$ cat src/rtl/nn_pkg.sv
// nn_pkg: shared constants, address-width helper and event type for the spike AER encoder.
package nn_pkg;

    localparam int TS_WIDTH_DEF = 16;
    localparam int NUM_COLS_DEF = 4;

    // A single column still needs a 1-bit address field on the bus.
    function automatic int aer_addr_w(input int num_cols);
        return (num_cols > 1) ? $clog2(num_cols) : 1;
    endfunction

    localparam int AER_ADDR_W_DEF = aer_addr_w(NUM_COLS_DEF);

    typedef struct packed {
        logic [AER_ADDR_W_DEF-1:0] addr;
        logic [TS_WIDTH_DEF-1:0]   ts;
    } aer_event_t;

endpackage

$ cat src/rtl/spike_fifo.sv
// spike_fifo: synchronous FIFO with occupancy count; overflowing pushes and
// underflowing pops are ignored.
module spike_fifo #(
    parameter int  DEPTH = 8,
    parameter type T     = logic [7:0]
) (
    input  logic                   clk,
    input  logic                   reset,
    input  logic                   push,
    input  logic                   pop,
    input  T                       push_data,
    output T                       head,
    output logic                   full,
    output logic                   empty,
    output logic [$clog2(DEPTH):0] level
);

    localparam int PW = $clog2(DEPTH);

    T              mem [DEPTH];
    logic [PW-1:0] wr_ptr;
    logic [PW-1:0] rd_ptr;
    logic          do_push;
    logic          do_pop;

    assign full    = level == (PW+1)'(DEPTH);
    assign empty   = level == '0;
    assign do_push = push && !full;
    assign do_pop  = pop && !empty;
    assign head    = mem[rd_ptr];

    always_ff @(posedge clk or negedge reset) begin
        if (!reset) begin
            wr_ptr <= '0;
            rd_ptr <= '0;
            level  <= '0;
        end else begin
            if (do_push) wr_ptr <= wr_ptr + PW'(1);
            if (do_pop) rd_ptr <= rd_ptr + PW'(1);
            level <= level + (PW+1)'(do_push) - (PW+1)'(do_pop);
        end
    end

    // Storage needs no reset: entries are only visible through head while level != 0.
    always_ff @(posedge clk) begin
        if (do_push) mem[wr_ptr] <= push_data;
    end

endmodule

$ cat src/rtl/spike_aer_encoder.sv
// spike_aer_encoder: latches per-column spikes, round-robin grants one column per
// cycle into a timestamped event FIFO, and presents the head on a valid/ready bus.
module spike_aer_encoder
    import nn_pkg::*;
#(
    parameter int NUM_COLS   = 4,
    parameter int FIFO_DEPTH = 8,
    parameter int TS_WIDTH   = TS_WIDTH_DEF
) (
    input  logic                            clk,
    input  logic                            reset,
    input  logic                            output_spike [NUM_COLS],
    output logic                            aer_valid,
    input  logic                            aer_ready,
    output logic [aer_addr_w(NUM_COLS)-1:0] aer_addr,
    output logic [TS_WIDTH-1:0]             aer_ts,
    output logic [$clog2(FIFO_DEPTH):0]     fifo_level,
    output logic [7:0]                      drop_count
);

    localparam int AW = aer_addr_w(NUM_COLS);

    typedef struct packed {
        logic [AW-1:0]       addr;
        logic [TS_WIDTH-1:0] ts;
    } col_event_t;

    logic [NUM_COLS-1:0] pending;
    logic [NUM_COLS-1:0] spike_vec;
    logic [NUM_COLS-1:0] grant_vec;
    logic [AW-1:0]       last_grant;
    logic [AW-1:0]       grant_idx;
    logic [AW-1:0]       cand;
    logic                found;
    logic                grant;
    logic                fifo_full;
    logic                fifo_empty;
    logic [TS_WIDTH-1:0] ts_counter;
    logic [7:0]          drop_next;
    int                  drops;
    col_event_t          push_ev;
    col_event_t          head;

    always_comb begin
        spike_vec = '0;
        for (int j = 0; j < NUM_COLS; j++) spike_vec[j] = output_spike[j];
    end

    // Round-robin: first pending column strictly after last_grant, wrapping.
    always_comb begin
        found     = 1'b0;
        grant_idx = '0;
        cand      = '0;
        for (int i = 1; i <= NUM_COLS; i++) begin
            cand = AW'((int'(last_grant) + i) % NUM_COLS);
            if (!found && pending[cand]) begin
                found     = 1'b1;
                grant_idx = cand;
            end
        end
    end

    assign grant     = found && !fifo_full;
    assign grant_vec = grant ? (NUM_COLS'(1) << grant_idx) : '0;
    assign push_ev   = '{addr: grant_idx, ts: ts_counter};

    // A spike is lost only when its column is already pending and not being granted.
    always_comb begin
        drops = 0;
        for (int j = 0; j < NUM_COLS; j++) drops += int'(spike_vec[j] && pending[j] && !grant_vec[j]);
        drop_next = (int'(drop_count) + drops > 255) ? 8'd255 : 8'(int'(drop_count) + drops);
    end

    always_ff @(posedge clk or negedge reset) begin
        if (!reset) begin
            pending    <= '0;
            last_grant <= AW'(NUM_COLS - 1);
            ts_counter <= '0;
            drop_count <= '0;
        end else begin
            pending    <= (pending & ~grant_vec) | spike_vec;
            ts_counter <= ts_counter + TS_WIDTH'(1);
            drop_count <= drop_next;
            if (grant) last_grant <= grant_idx;
        end
    end

    spike_fifo #(
        .DEPTH (FIFO_DEPTH),
        .T     (col_event_t)
    ) u_fifo (
        .clk       (clk),
        .reset     (reset),
        .push      (grant),
        .pop       (aer_valid && aer_ready),
        .push_data (push_ev),
        .head      (head),
        .full      (fifo_full),
        .empty     (fifo_empty),
        .level     (fifo_level)
    );

    assign aer_valid = !fifo_empty;
    assign aer_addr  = aer_valid ? head.addr : '0;
    assign aer_ts    = aer_valid ? head.ts : '0;

endmodule

$ cat config.mk
export PLATFORM = sky130hd
export DESIGN_NAME = spike_aer_encoder
export DESIGN_NICKNAME = d
export VERILOG_FILES = /design/src/rtl/nn_pkg.sv /design/src/rtl/spike_fifo.sv /design/src/rtl/spike_aer_encoder.sv
export SDC_FILE = /design/constraint.sdc
export NUM_CORES = 1
export LEC_CHECK = 0
export CAP_MARGIN = 0
export CORE_UTILIZATION = 50
export DETAILED_ROUTE_END_ITERATION = 10
export PLACE_DENSITY = 0.81
export SLEW_MARGIN = 5
export SYNTH_ARGS = -nofsm -noshare
export SYNTH_HDL_FRONTEND = slang
export SYNTH_SLANG_ARGS = --single-unit
$ cat constraint.sdc
create_clock -name clk -period 3.3 [get_ports clk]
set_input_delay 0.99 -clock clk [delete_from_list [all_inputs] [get_ports clk]]
set_output_delay 0.99 -clock clk [all_outputs]
set_load 0.01 [all_outputs]
# Word-level counts from Yosys, hierarchy flattened
# Memory sizes are Yosys's and may differ from the RTL's.
# Cells that the tools add are included.
# totals
regBits	40
ram_bits	144
out_inout_bits	31
memories	1
# op_classes
n_lt_le_gt_ge	5
add_sub_neg	13
bitwise_logic	3
n_reduce_logical	25
eq_ne	1
muxes	22
shifts	1
# mem_list
name	words	width	read_ports	rd_ports_with_merged_regs	wr	line_no	source
u_fifo.mem	8	18	1	0	1	spike_fifo.sv:20	T mem [DEPTH];
# ops
op	count
$gt A32 B9 Y1 const B	1
$add A16 B1 Y16 const B	1
$mux W16	1
$logic_and A1 B1 Y1	15
$lt A2 B3 Y1 const B	4
$mux W1	10
$mux W2	5
$add A8 B4 Y9	1
$logic_not A1 Y1	9
$bmux W1 S2	4
$mux W8	1
$add A3 B1 Y3 const B	2
$add A2 B1 Y2 const B	2
$add A2 B2 Y2 const B	2
$add A3 B1 Y4	1
$add A4 B1 Y4	1
$and A4 B4 Y4	1
$eq A4 B4 Y1 const B	1
$logic_not A4 Y1	1
$mux W4	1
$not A4 Y4	1
$or A4 B4 Y4	1
$shl A1 B2 Y4 const A	1
$sub A4 B1 Y4	1
other kinds (2)	2

# Logic depth before layout (Yosys ltp)
# Gate-level depths: netlist of run 1.
# logic_depth
word_depth	23
depth_mapped	14
mapped_depth_nobuf	14

# By module
# Synthesis of run 1 repeated with hierarchy kept, for this count alone.
# hier_totals
hier_cells	421
hier_area_um2	7724.9
# by_module_without_submodules
mod	cells_per_inst	area_each_um2	n_inst
spike_fifo	265	6097.1	1
spike_aer_encoder	156	1627.8	1

# Least setup slack after synthesis of run 1
# Ideal clock, no wire load.
# synth_path
path_type	flip-flop to flip-flop
from	register u_fifo.level[2]
to	memory u_fifo.mem[2][0] in the netlist's numbering, enable pin
t_arrival_ns	3.058
n_path_buf	1
path_stages_with_launch	6
period_less_slack_ns	3.504
required_time_ns	2.854
setup_slack_ns	-0.204
cell_sequence	dfrtp_1 > inv_1 > ha_1 > a22o_1 > buf_2 > nor4b_1
# synth_via
elab_chain_cells	6
# synth_rtl
element	line_no	source
start: declaration	spike_fifo.sv:15	output logic [$clog2(DEPTH):0] level
start signal: assignment	spike_fifo.sv:40	level <= level + (PW+1)'(do_push) - (PW+1)'(do_pop);
$eq A4 B4 Y1 *	spike_fifo.sv:26	assign full = level == (PW+1)'(DEPTH);
$logic_not A1 Y1 *	spike_fifo.sv:28, spike_aer_encoder.sv:63	
$logic_and A1 B1 Y1	spike_aer_encoder.sv:63	assign grant = found && !fifo_full;
$logic_and A1 B1 Y1 *	spike_fifo.sv:28	assign do_push = push && !full;
$mux W1 *	spike_fifo.sv:46	if (do_push) mem[wr_ptr] <= push_data;
$mux W1 (implied by the code) *	spike_fifo.sv:46	
end: declaration	spike_fifo.sv:20	
# Every way passes the cells marked *; elsewhere a longest branch is shown, timed or not.

# Worst setup path in the final report of run 1
# layout_path
from	register u_fifo.rd_ptr[0]
to	output aer_ts[10]
# layout_via
elab_chain_cells	2
# layout_rtl
element	line_no	source
start: declaration	spike_fifo.sv:22	logic [PW-1:0] rd_ptr;
start signal: assignment	spike_fifo.sv:39	if (do_pop) rd_ptr <= rd_ptr + PW'(1);
$mem_v2 Z8 W18	n/a	
$mux W16	spike_aer_encoder.sv:105	assign aer_ts = aer_valid ? head.ts : '0;
end: declaration	spike_aer_encoder.sv:16	output logic [TS_WIDTH-1:0] aer_ts,
# No other way between the ends.

==> summary.md, run 1 <==
| Metric | Value |
|---|---|
| Hold Crit Class | reg2reg |
| Number of DRC markers after the initial detailed-route iteration | 373 |
| Run status | complete, but fails checks |
| Number of warnings printed during yosys synthesis | 0 |
| Number of nets with antenna violations after routing | 0 |
| Overall routed net length | 14.20 mm |
| Start-to-end type of the worst setup path | reg2out |
| Fraction of power consumed by combinational cells | 38.9% |
| Clk slew on worst S/H paths | 0.06 ns |
| Dpl ws | -0.1683 ns |
| Worst hold slack after final layout | 0.5045 ns |
| Worst Reg-to-Reg Cells | 12 |
| Syn Nets | 448 |
| Vertical die dimension | 124.8 µm |
| Die Width | 124.8 µm |
| Largest net degree at the start of global routing | 41 |
| Average instance area after synthesis | 17.67 µm² |
| Clock tree from TritonCTS | yes |
| Growth of design area from synthesis to finish | 19.24% |
| Final Instance Area | 0.008996 mm² |
| Total iterations of the first detailed-routing run | 8 |
| Mean number of vias per cell | 5.650 |
| Clock root buffer master | sky130_fd_sc_hd__clkbuf_16 |
| Post-synthesis cell count | 427 |
| Power share of the sequential group | 39.5% |
| Post-layout worst setup margin | 0.08547 ns |
| Async set-reset flop share out of synthesis | 21.74% |
| Initial core utilization | 51.52% |
| Number of clock sinks | 184 |
| Worst min-delay path endpoint | last_grant[0] |
| Quantity of I/O buffers inserted on ports | 37 |
| Count of endpoints failing setup in the final report | 0 |
| Dpl cell area | 0.008297 mm² |
| Placeable core region | 0.01464 mm² |
| Leading cell types in the layout, fill and taps excluded | 144 x sky130_fd_sc_hd__edfxtp_1, 37 x sky130_fd_sc_hd__dfrtp_1, 34 x sky130_fd_sc_hd__nor2_1 |
| Delay of the slowest critical-path stage | 0.50 ns |
| Share of cells above drive strength 1 | 22.20% |
| Die area | 0.01559 mm² |
| Most common library cell in the layout ignoring fill and taps | sky130_fd_sc_hd__edfxtp_1 |
| Number of global-route vias before repair | 4104 |
| Final number of max-transition violations | 0 |
| HPWL Detailed | 8.195 mm |
| Last weighted congestion value of the routability-driven placer | 0.8117 |
| Slew at the pin closest to its max-slew limit | 0.9486 ns |
| Count of flip-flops with a built-in enable after synthesis | 144 |
| Clock skew | 0.006147 ns |
| Cell Area, Synth | 0.007545 mm² |
| Fraction of the cycle the final worst path needs | 97.41% |
| Wire length of the first global-routing pass | 22.09 mm |
| Number of antenna violations at the first check in global routing | 0 |
| Internal portion of total power | 6179 µW |
| CP max stage cell | sky130_fd_sc_hd__mux4_2 |
| Register-to-register path setup slack | 0.09 ns |
| Worst setup startpoint | u_fifo.rd_ptr[0] |
| DRC errors left | 8 |
| Clk network pwr share | 21.6% |
| Post-route minimum period | 3.215 ns |
| Sequential-to-total area share from yosys stat | 70.61% |
| Worst reg2reg path endpoint | drop_count[7] |
| Seq cells post-synth | 184 |
| Clock network latency to the later pin of the worst-skew pair | 0.43 ns |
| Inserted Clock Buffers | 17 |
| Switching Fraction | 32.32% |
| Worst path bufs/invs | 2 |
| Delay-heaviest family, CP | buffers and inverters |
| Number of buffers on the longest clock path | 2 |
| Max-cap violations | 0 |
| Critical path required time | 2.31 ns |
| Fill cell count | 1043 |
| Final core occ | 61.43% |
| Fmax | 0.3111 GHz |
| Global-route congestion overflow total | 0 |
| Fin. Hold Viols | 0 |
| Number of unique standard cell types used by synthesis | 43 |
| Hold path cells | 2 |
| Worst Min Path Start | last_grant[0] |
| Ordered list of cells on the worst path | buf_12 -> mux4_2 -> mux2i_1 -> nor2_1 -> clkdlybuf4s50_1 |
| CP Data Arrival Time | 2.22 ns |
| Switching power summed over all nets | 2951 µW |
| Power density over the cells | 1015 mW/mm² |
| Maximum level of the CTS H-tree | 4 |
| Leakage power total | 0.003386 µW |
| Critical Path Fanout Max | 10 |
| Ant diodes | 0 |
| Startpoint type of the worst setup path | flop |
| Violations in the final reports | design-rule violations |
| Sort of element at the end of the critical path | output port |
| Number of placed I/O pins | 38 |
| Vias after detailed routing | 3966 |
| Main flop type after synthesis | sky130_fd_sc_hd__edfxtp_1 |
| Worst rel slew slack | 36.76% |
| Average wire per standard cell | 20.23 µm |
| Final nets | 526 |
| Row cnt | 44 |
| Worst VDD drop | 0.0005726 V |
| Launch instance of the worst register-to-register path | last_grant[1] |
| Global-route usage over all layers | 19.61% |
cells in the mapped netlist, types with 2 or more instances:
cell	number	share of area, %
sky130_fd_sc_hd__a21o_1	2	0.20
sky130_fd_sc_hd__ha_1	10	1.7
sky130_fd_sc_hd__buf_2	7	0.46
sky130_fd_sc_hd__nand2b_1	4	0.33
sky130_fd_sc_hd__mux2_2	2	0.30
sky130_fd_sc_hd__nor2b_1	3	0.25
sky130_fd_sc_hd__nor2_1	34	1.7
sky130_fd_sc_hd__mux4_1	6	2.1
sky130_fd_sc_hd__edfxtp_1	144	57
sky130_fd_sc_hd__o211ai_1	4	0.40
sky130_fd_sc_hd__a31oi_1	2	0.17
sky130_fd_sc_hd__dfstp_2	2	0.70
sky130_fd_sc_hd__nand2_1	23	1.1
sky130_fd_sc_hd__a21oi_1	6	0.40
sky130_fd_sc_hd__and3_1	3	0.25
sky130_fd_sc_hd__xnor2_1	16	1.9
sky130_fd_sc_hd__nor3b_1	2	0.20
sky130_fd_sc_hd__nor3_1	7	0.46
sky130_fd_sc_hd__inv_1	19	0.95
sky130_fd_sc_hd__fa_1	4	1.1
sky130_fd_sc_hd__nand3_1	10	0.66
sky130_fd_sc_hd__dfrtp_1	38	13
sky130_fd_sc_hd__buf_12	2	0.53
sky130_fd_sc_hd__o21ai_0	3	0.20
sky130_fd_sc_hd__mux2i_1	20	2.7
sky130_fd_sc_hd__clkbuf_1	2	0.10
sky130_fd_sc_hd__xor2_1	6	0.70
sky130_fd_sc_hd__mux4_2	30	9.0
sky130_fd_sc_hd__nand4_1	2	0.17
cell families after synthesis:
kind of cell	after synthesis	synth area share (%)
flops	184	70.61
simple gates	93	5.655
mux	58	14.00
buf+inv	34	2.504
compound gates	22	1.957
xor+xnor	22	2.554
fa+ha+maj	14	2.720
layout make-up:
type	instances	area (µm²)	share of cell area, %
clock buffers	20	446.7	4.965
multi-input cells	209	2097	23.31
clock inverters	12	126.4	1.405
repair buffers	73	691.9	7.691
well taps	184	230.2	2.559
inverters	20	75.07	0.8345
flip-flops and latches	184	5329	59.24
routing by layer:
| layer | share of wire (%) | wire (µm) | global-route usage, % | up-vias |
|---|---|---|---|---|
| li1 | - | - | - | 1788 |
| met1 | 42 | 5900 | 24.48 | 2037 |
| met2 | 52 | 7347 | 32.85 | 118 |
| met3 | 4.8 | 684 | 4.381 | 23 |
| met4 | 1.9 | 268 | 9.110 | 0 |
| met5 | 0 | 0 | 0 | - |
power by group through the flow:
stage	registers [µW]	clock network, µW	logic (µW)
floorplan	3550	0	2170
global placement	3590	0	3420
detailed placement	3650	0	3510
CTS	3610	2010	3530
global route	3670	2080	3850
finish	3610	1970	3550
flip-flops by register name, indices dropped and copies added, names as in the netlist:
| register | flops |
|---|---|
| drop_count | 8 |
| last_grant | 2 |
| pending | 4 |
| ts_counter | 16 |
| u_fifo.level | 4 |
| u_fifo.mem | 144 |
| u_fifo.rd_ptr | 3 |
| u_fifo.wr_ptr | 3 |
timing repair:
action,4_1_cts,5_1_grt
buffers inserted,7,5
resized for setup,17,6
hold buffers,0,0
setup endpoints to repair,16,7
gates cloned,1,0
pin swaps,0,4
worst reg2reg max path, delay by kind of cell (launching register included):
| family | cells | cell delay (ns) |
|---|---|---|
| DFF | 1 | 0.60 |
| adders and majority gates | 3 | 1.20 |
| buffers and inverters | 2 | 0.21 |
| muxes | 1 | 0.26 |
| AOI/OAI and AO/OA | 2 | 0.39 |
| and+or+nand+nor | 4 | 0.43 |
worst max-delay path by stage:
stage	to	slack [ns]	cells after the start
2_1_floorplan	u_fifo.mem[0][0]	0.03	5
3_3_place_gp	drop_count[6]	-0.13	10
3_5_place_dp	drop_count[6]	-0.17	10
4_1_cts	aer_ts[12]	-0.05	5
5_1_grt	drop_count[7]	-0.01	12
6_report	aer_ts[10]	0.09	5
stage by stage:
| stage | instances | total power, µW | TNS (ns) |
|---|---|---|---|
| 6_report | 702 | 9130 | 0 |
| 5_1_grt | 702 | 9602 | -0.01219 |
| 4_1_cts | 697 | 9145 | -0.04903 |
| 3_5_place_dp | 657 | 7158 | -0.5540 |
| 3_3_place_gp | 657 | 7015 | -0.2516 |
| 2_1_floorplan | 427 | 5720 | 0 |
No activity file was read; power rests on OpenSTA's default activity.
==> inputs of run 2 (changes only) <==
--- a/config.mk
+++ b/config.mk
@@ -6,10 +6,12 @@
 export NUM_CORES = 1
 export LEC_CHECK = 0
 export CAP_MARGIN = 0
+export CORE_ASPECT_RATIO = 0.7
 export CORE_UTILIZATION = 50
 export DETAILED_ROUTE_END_ITERATION = 10
 export PLACE_DENSITY = 0.81
 export SLEW_MARGIN = 5
 export SYNTH_ARGS = -nofsm -noshare
 export SYNTH_HDL_FRONTEND = slang
+export SYNTH_HIERARCHICAL = 1
 export SYNTH_SLANG_ARGS = --single-unit
==> run 2 against run 1 <==
Clock-buffer cell count increased by 3. Critical path depth grew 1. Final cell count rose by 1.6%. Register-to-register slack improved by 0.02 ns. Clock skew grew 0.0029 ns. Sequential share of layout area is 2.0 points lower. Critical path type unchanged. Largest power group is now combinational cells. Sequential cell count unchanged. Sequential power is essentially flat. Area after synthesis is 2.4% higher. The flow now finishes without violations.
==> summary.md, run 2 <==
| Metric | Value |
|---|---|
| Run status | finished, final reports clean |
| Number of warnings printed during yosys synthesis | 6 (+6) |
| Leakage power total | 0.003488 µW (+3.0%) |
| Clock root buffer master | sky130_fd_sc_hd__clkbuf_16 |
| Number of buffers on the longest clock path | 2 (unchanged) |
| Sequential-to-total area share from yosys stat | 68.97% (-1.6 points) |
| Critical path required time | 2.31 ns (about the same) |
| Worst min-delay path endpoint | last_grant[0] |
| Final nets | 526 (unchanged) |
| Worst Min Path Start | last_grant[0] |
| Fmax | 0.3094 GHz (-0.55%) |
| DRC errors left | 0 (-8) |
| Clock skew | 0.009024 ns (+0.002876 ns) |
| Number of global-route vias before repair | 4209 (+2.6%) |
| Post-route minimum period | 3.232 ns (+0.01764 ns) |
| Vias after detailed routing | 4021 (+1.4%) |
| Clk slew on worst S/H paths | 0.07 ns (about the same) |
| Average instance area after synthesis | 18.35 µm² (+3.8%) |
| Worst hold slack after final layout | 0.4918 ns (-0.01274 ns) |
| Placeable core region | 0.01491 mm² (+1.8%) |
| Seq cells post-synth | 184 (unchanged) |
| Final number of max-transition violations | 0 (unchanged) |
| Total iterations of the first detailed-routing run | 4 (-4) |
| Top cells by area, synth | sky130_fd_sc_hd__edfxtp_1 56%, sky130_fd_sc_hd__dfrtp_1 12%, sky130_fd_sc_hd__mux4_1 8.8%, sky130_fd_sc_hd__mux2_2 3.1%, sky130_fd_sc_hd__mux4_2 2.9% |
| Top Registers | u_fifo/mem: 144 flops, ts_counter: 16 flops, drop_count: 8 flops |
| Leading cell types in the layout, fill and taps excluded | 144 x sky130_fd_sc_hd__edfxtp_1, 37 x sky130_fd_sc_hd__dfrtp_1, 32 x sky130_fd_sc_hd__buf_4 |
| Number of hold buffers added after CTS | 0 (unchanged) |
| Syn Nets | 442 (-1.3%) |
| Number of placed I/O pins | 38 (unchanged) |
| Overall routed net length | 14.80 mm (+4.2%) |
| Number of DRC markers after the initial detailed-route iteration | 249 (-33%) |
| Average wire per standard cell | 20.75 µm (+2.6%) |
| Number of clock sinks | 184 (unchanged) |
| Launch instance of the worst register-to-register path | last_grant[1] |
| Overall power after layout | 9693 µW (+6.2%) |
| Maximum level of the CTS H-tree | 4 (unchanged) |
| Start-to-end type of the worst setup path | reg2out |
| Worst Reg-to-Reg Cells | 13 (+1) |
| Number of antenna violations at the first check in global routing | 0 (unchanged) |
| Setup repair after global routing missed its margin | true |
| Largest net degree at the start of global routing | 41 (unchanged) |
| Vertical die dimension | 106.0 µm (-15%) |
| Hold path cells | 2 (unchanged) |
| Number of unique standard cell types used by synthesis | 48 (+12%) |
| Main flop type after synthesis | sky130_fd_sc_hd__edfxtp_1 |
| Row cnt | 37 (-16%) |
| Final core occ | 62.43% (+1.0 points) |
| CP Data Arrival Time | 2.24 ns (+0.02 ns) |
| Dpl ws | -0.3995 ns (-0.2312 ns) |
| Register-to-register path setup slack | 0.11 ns (+0.02 ns) |
| Top cell types by occurrence after synthesis | 144 x sky130_fd_sc_hd__edfxtp_1, 38 x sky130_fd_sc_hd__dfrtp_1, 26 x sky130_fd_sc_hd__mux4_1 |
| Critical Path Fanout Max | 7 (-3) |
| Inserted Clock Buffers | 17 (unchanged) |
| Fraction of the cycle the final worst path needs | 97.94% (+0.53 points) |
| Most frequently used cell type in the post-synthesis netlist | sky130_fd_sc_hd__edfxtp_1 |
| Last weighted congestion value of the routability-driven placer | 0.7860 (-3.2%) |
| Wire length of the first global-routing pass | 23.89 mm (+8.1%) |
| Count of flip-flops with a built-in enable after synthesis | 144 (unchanged) |
| Quantity of I/O buffers inserted on ports | 37 (unchanged) |
| Clock network latency to the later pin of the worst-skew pair | 0.42 ns (about the same) |
| Count of endpoints failing setup in the final report | 0 (unchanged) |
| Sort of element at the end of the critical path | output port |
| Fraction of post-synthesis cell area in the top cell type by area | 55.98% (-1.3 points) |
| Post-synthesis cell count | 421 (-1.4%) |
| Max reg flops | 144 (unchanged) |
| Global-route congestion overflow total | 0 (unchanged) |
| HPWL Detailed | 8.973 mm (+9.5%) |
| Max-cap violations | 0 (unchanged) |
| Hold Crit Class | reg2reg |
| Ant diodes | 0 (unchanged) |
| Worst VDD drop | 0.0003990 V (-30%) |
| Register with the highest flop count | u_fifo/mem |
| Clock tree from TritonCTS | yes |
| Share of cells above drive strength 1 | 29.54% (+7.3 points) |
| Growth of design area from synthesis to finish | 20.47% |
| Startpoint type of the worst setup path | flop |
| Library cell occupying the most area in the post-synthesis netlist | sky130_fd_sc_hd__edfxtp_1 |
| Power density over the cells | 1042 mW/mm² (+2.6%) |
| Die Width | 150.6 µm (+21%) |
| Initial core utilization | 51.82% (+0.30 points) |
| Cell Area, Synth | 0.007725 mm² (+2.4%) |
| Most common library cell in the layout ignoring fill and taps | sky130_fd_sc_hd__edfxtp_1 |
| Global-route usage over all layers | 20.65% (+1.0 points) |
| Async set-reset flop share out of synthesis | 21.74% (unchanged) |
| Number of nets with antenna violations after routing | 0 (unchanged) |
| Fin. Hold Viols | 0 (unchanged) |
| Mean number of vias per cell | 5.640 (-0.18%) |
| Slew at the pin closest to its max-slew limit | 0.9694 ns (+0.02084 ns) |
| Worst reg2reg path endpoint | drop_count[6] |
| Die area | 0.01596 mm² (+2.4%) |
| Worst rel slew slack | 35.37% (-1.4 points) |
| Post-layout worst setup margin | 0.06784 ns (-0.01764 ns) |
run 2: cell count changes after synthesis, moves of 4 or more:
| cell | delta |
|---|---|
| sky130_fd_sc_hd__buf_2 | -4 |
| sky130_fd_sc_hd__nand2_1 | -12 |
| sky130_fd_sc_hd__mux4_2 | -20 |
| sky130_fd_sc_hd__nor2_1 | -22 |
| sky130_fd_sc_hd__mux2i_1 | -19 |
| sky130_fd_sc_hd__mux4_1 | +20 |
| sky130_fd_sc_hd__nor2b_1 | +18 |
| sky130_fd_sc_hd__and4_1 | +4 |
| sky130_fd_sc_hd__mux2_2 | +19 |
run 2: kinds of logic (layout without fill, tap and decap cells):
family | count (synthesis) | after routing | share of synthesized area, %
AO/OA/AOI/OAI | 24 | 24 | 2.754
XOR/XNOR | 22 | 22 | 2.494
adder cells (fa/ha/maj) | 14 | 14 | 2.656
buffers and inverters | 34 | 131 | 2.089
flip-flops | 184 | 184 | 68.97
multiplexers | 58 | 58 | 14.95
AND/OR/NAND/NOR | 85 | 85 | 6.090
run 2: final cells by class:
type                            instances  area [µm²]
Inverter                               21       81.33
Sequential cell                       184        5329
Clock inverter                          9       157.7
Tap cell                              195       244.0
Clock buffer                           23       490.5
Fill cell                            1004        5600
Multi-Input combinational cell        203        2281
Timing Repair Buffer                   78       723.2
run 2: worst max-delay path, cell delays in order (launching register included):
cell and delay [ns]:
sky130_fd_sc_hd__dfrtp_2 0.37, sky130_fd_sc_hd__buf_12 0.16, sky130_fd_sc_hd__buf_12 0.15, sky130_fd_sc_hd__mux4_2 0.50, sky130_fd_sc_hd__mux2_2 0.28, sky130_fd_sc_hd__nor2b_1 0.13, sky130_fd_sc_hd__clkdlybuf4s15_2 0.23
run 2: worst max-delay path by stage:
stage,startpoint,end,slack [ns]
2_1_floorplan,u_fifo/level[2],drop_count[6],0.009
3_3_place_gp,output_spike[3],drop_count[6],-0.32
3_5_place_dp,output_spike[3],drop_count[6],-0.40
4_1_cts,u_fifo/rd_ptr[0],aer_ts[2],-0.006
5_1_grt,u_fifo/level[2],drop_count[6],-0.1
6_report,u_fifo/rd_ptr[0],aer_ts[2],0.07
run 2: per-stage QoR:
step            TNS, ns  instances  instance area, µm²
2_1_floorplan         0        421                7731
3_3_place_gp    -0.8747        673                8591
3_5_place_dp     -1.506        673                8591
4_1_cts        -0.01105        711                9331
5_1_grt         -0.1121        713                9306
6_report              0        713                9306
run 2: repair_timing:
item,4_1_cts,5_1_grt
cloned,2,0
buffers inserted,4,2
resized for setup,57,24
endpoints found under the setup margin,21,17
pin swaps,1,2
run 2: layer usage:
metal	track usage, %	vias up	routed length [µm]
met1	30.26	2099	7094
met2	31.86	89	6987
li1	-	1816	-
met3	4.592	17	564
met4	4.473	0	149
met5	0	-	0
run 2: where the power goes:
group	internal (µW)	leakage [µW]	switching, µW	total, µW
Sequential	3280	0.00184	330	3610
Combinational	1980	0.00134	1910	3890
Clock	1370	0.000313	827	2190
==> inputs of run 3 (changes only) <==
--- a/config.mk
+++ b/config.mk
@@ -7,9 +7,9 @@
 export LEC_CHECK = 0
 export CAP_MARGIN = 0
 export CORE_ASPECT_RATIO = 0.7
-export CORE_UTILIZATION = 50
+export CORE_UTILIZATION = 38
 export DETAILED_ROUTE_END_ITERATION = 10
-export PLACE_DENSITY = 0.81
+export PLACE_DENSITY = 0.67
 export SLEW_MARGIN = 5
 export SYNTH_ARGS = -nofsm -noshare
 export SYNTH_HDL_FRONTEND = slang
==> run 3 against run 2 <==
Worst setup slack worse by 0.064 ns. Hold slack better by 0.013 ns. Critical path depth down 1. Global-route usage fell by 5.2 points. Via count down 1.8%. Critical endpoint is now aer_ts[13].
==> summary.md, run 3 (synthesis gave the netlist of run 2 again) <==
| Metric | Value |
|---|---|
| Vias after detailed routing | 3948 (-1.8%) |
| Critical Path Fanout Max | 9 (+2) |
| Mean number of vias per cell | 4.997 (-11%) |
| Initial core utilization | 38.91% (-13 points) |
| Number of DRC markers after the initial detailed-route iteration | 330 (+33%) |
| CP Data Arrival Time | 2.31 ns (+0.07 ns) |
| Largest net degree at the start of global routing | 38 (-7.3%) |
| Routed met2 length | 7.234 mm (+3.5%) |
| Post-route minimum period | 3.296 ns (+0.06408 ns) |
| Worst rel slew slack | 16.05% (-19 points) |
| Worst setup startpoint | u_fifo/rd_ptr[0] |
| Number of buffers on the longest clock path | 2 (unchanged) |
| Clock tree from TritonCTS | yes |
| Global-route usage over all layers | 15.50% (-5.2 points) |
| Switching power summed over all nets | 3072 µW (+0.13%) |
| Row cnt | 43 (+16%) |
| Number of placed I/O pins | 38 (unchanged) |
| Worst VDD drop | 0.0004096 V (+2.7%) |
| Placeable core region | 0.01985 mm² (+33%) |
| DRC errors left | 0 (unchanged) |
| Clk slew on worst S/H paths | 0.07 ns (about the same) |
| Setup repair after global routing missed its margin | true |
| Average wire per standard cell | 18.94 µm (-8.7%) |
| Power share of the sequential group | 38.0% (+0.8 points) |
| Last weighted congestion value of the routability-driven placer | 0.7713 (-1.9%) |
| Top metal layer carrying routed signals | met4 |
| Startpoint type of the worst setup path | flop |
| Top Registers | u_fifo/mem: 144 flops, ts_counter: 16 flops, drop_count: 8 flops |
| Worst Reg-to-Reg Cells | 15 (+2) |
| Max-cap violations | 0 (unchanged) |
| Fraction of the cycle the final worst path needs | 99.89% (+1.9 points) |
| Die area | 0.02091 mm² (+31%) |
| Worst hold slack after final layout | 0.5049 ns (+0.01316 ns) |
| Ant diodes | 0 (unchanged) |
| Leakage power total | 0.003443 µW (-1.3%) |
| Quantity of I/O buffers inserted on ports | 37 (unchanged) |
| Inserted Clock Buffers | 17 (unchanged) |
| Internal portion of total power | 6370 µW (-3.9%) |
| Final nets | 528 (+0.38%) |
| Post-placement cell count | 744 (+11%) |
| Critical path required time | 2.31 ns (about the same) |
| Leading cell types in the layout, fill and taps excluded | 144 x sky130_fd_sc_hd__edfxtp_1, 37 x sky130_fd_sc_hd__dfrtp_1, 35 x sky130_fd_sc_hd__buf_4 |
| Final number of max-transition violations | 0 (unchanged) |
| Start-to-end type of the worst setup path | reg2out |
| Most common library cell in the layout ignoring fill and taps | sky130_fd_sc_hd__edfxtp_1 |
| Delay of the slowest critical-path stage | 0.52 ns (+0.02 ns) |
| WP depth | 5 (-1) |
| Hold Crit Class | reg2reg |
| Number of global-route vias before repair | 4038 (-4.1%) |
| Share of cells above drive strength 1 | 31.54% (+2.0 points) |
| Global-route congestion overflow total | 0 (unchanged) |
| Sort of element at the end of the critical path | output port |
| Fin. Hold Viols | 0 (unchanged) |
| Clock skew | 0.01360 ns (+0.004579 ns) |
| Worst path bufs/invs | 2 (-1) |
| Clock network latency to the later pin of the worst-skew pair | 0.43 ns (about the same) |
| Die Width | 172.4 µm (+15%) |
| Detailed-route wire length on metal 1 | 6.618 mm (-6.7%) |
| HPWL Detailed | 8.989 mm (+0.17%) |
| Final core occ | 47.10% (-15 points) |
| Number of nets with antenna violations after routing | 0 (unchanged) |
| Routed length on met3 | 1.011 mm (+79%) |
| Switching Fraction | 32.53% (+0.89 points) |
| Vertical die dimension | 121.3 µm (+14%) |
| Total iterations of the first detailed-routing run | 4 (unchanged) |
| Run status | finished, final reports clean |
| Max reg flops | 144 (unchanged) |
| Growth of design area from synthesis to finish | 21.06% |
| Power density over the cells | 1010 mW/mm² (-3.1%) |
| Overall power after layout | 9441 µW (-2.6%) |
| Worst Min Path Start | last_grant[0] |
| Overall routed net length | 14.96 mm (+1.1%) |
| Clock root buffer master | sky130_fd_sc_hd__clkbuf_16 |
| Number of hold buffers added after CTS | 0 (unchanged) |
| Slew at the pin closest to its max-slew limit | 1.255 ns (+0.2852 ns) |
| Fill cell count | 1650 (+64%) |
| Clk network pwr share | 21.5% (-1.1 points) |
| Number of antenna violations at the first check in global routing | 0 (unchanged) |
| Fmax | 0.3034 GHz (-1.9%) |
| Wire length of the first global-routing pass | 23.27 mm (-2.6%) |
| Number of clock sinks | 184 (unchanged) |
| Ordered list of cells on the worst path | buf_6 -> mux4_2 -> mux2_2 -> nor2b_1 -> dlygate4sd2_1 |
| Register with the highest flop count | u_fifo/mem |
| Fraction of power consumed by combinational cells | 40.5% (+0.3 points) |
| Count of endpoints failing setup in the final report | 0 (unchanged) |
| CP max stage cell | sky130_fd_sc_hd__mux4_2 |
| Maximum level of the CTS H-tree | 4 (unchanged) |
| Final instance count without filler cells | 790 (+11%) |
| Delay-heaviest family, CP | multiplexers |
| Hold path cells | 2 (unchanged) |
| Launch instance of the worst register-to-register path | u_fifo/level[2] |
## run 3: cell type report
type	count	area (µm²)	area share (%)
sequential	184	5329	56.98
multi-input combinational	203	2285	24.43
timing repair buffer	80	716.9	7.667
clock buffer	18	439.2	4.696
tap	270	337.8	3.613
clock inverter	14	160.2	1.713
inverter	21	83.83	0.8964
## run 3: per-layer routing
metal,global-route usage (%),vias to the layer above
met5,0,-
met4,6.361,0
met3,3.196,6
met2,23.34,112
met1,21.92,2005
li1,-,1825
## run 3: per-stage QoR
step	setup TNS (ns)	cell area, µm²	worst slack, ns
final	0	9351	0.003752
after global routing	-0.6213	9351	-0.1019
after CTS	-0.5074	9407	-0.07014
after detailed placement	-1.636	8667	-0.3373
after global placement	-0.6920	8667	-0.2629
after floorplan	0	7731	0.008604
## run 3: repair_timing
| item | CTS | global route |
|---|---|---|
| resized for setup | 47 | 37 |
| cloned | 2 | 1 |
| endpoints found under the setup margin | 24 | 23 |
| pin swaps | 0 | 7 |
| buffers inserted | 9 | 6 |
## run 3: worst paths after layout
| check | slack [ns] | end |
|---|---|---|
| worst max-delay path | 0.004 | aer_ts[13] |
| worst min-delay path | 0.50 | last_grant[0] |
| worst max register to register | 0.08 | drop_count[6] |
| worst min register to register | 0.50 | last_grant[0] |
| max in group asynchronous | 2.12 | ts_counter[3] |
| min in group asynchronous | 0.58 | drop_count[3] |
## run 3: tightest hold or removal path, cell delays in order, from the launching register on
cell	delay, ns
sky130_fd_sc_hd__dfstp_2	0.39
sky130_fd_sc_hd__inv_1	0.05
sky130_fd_sc_hd__o22ai_1	0.06
## run 3: power by group through the flow
stage | Clock (µW) | Sequential, µW | Combinational (µW)
final | 2030 | 3580 | 3820
after global routing | 2160 | 3640 | 4190
after CTS | 2080 | 3560 | 3940
after detailed placement | 0 | 3610 | 3810
after global placement | 0 | 3560 | 3730
after floorplan | 0 | 3560 | 2250
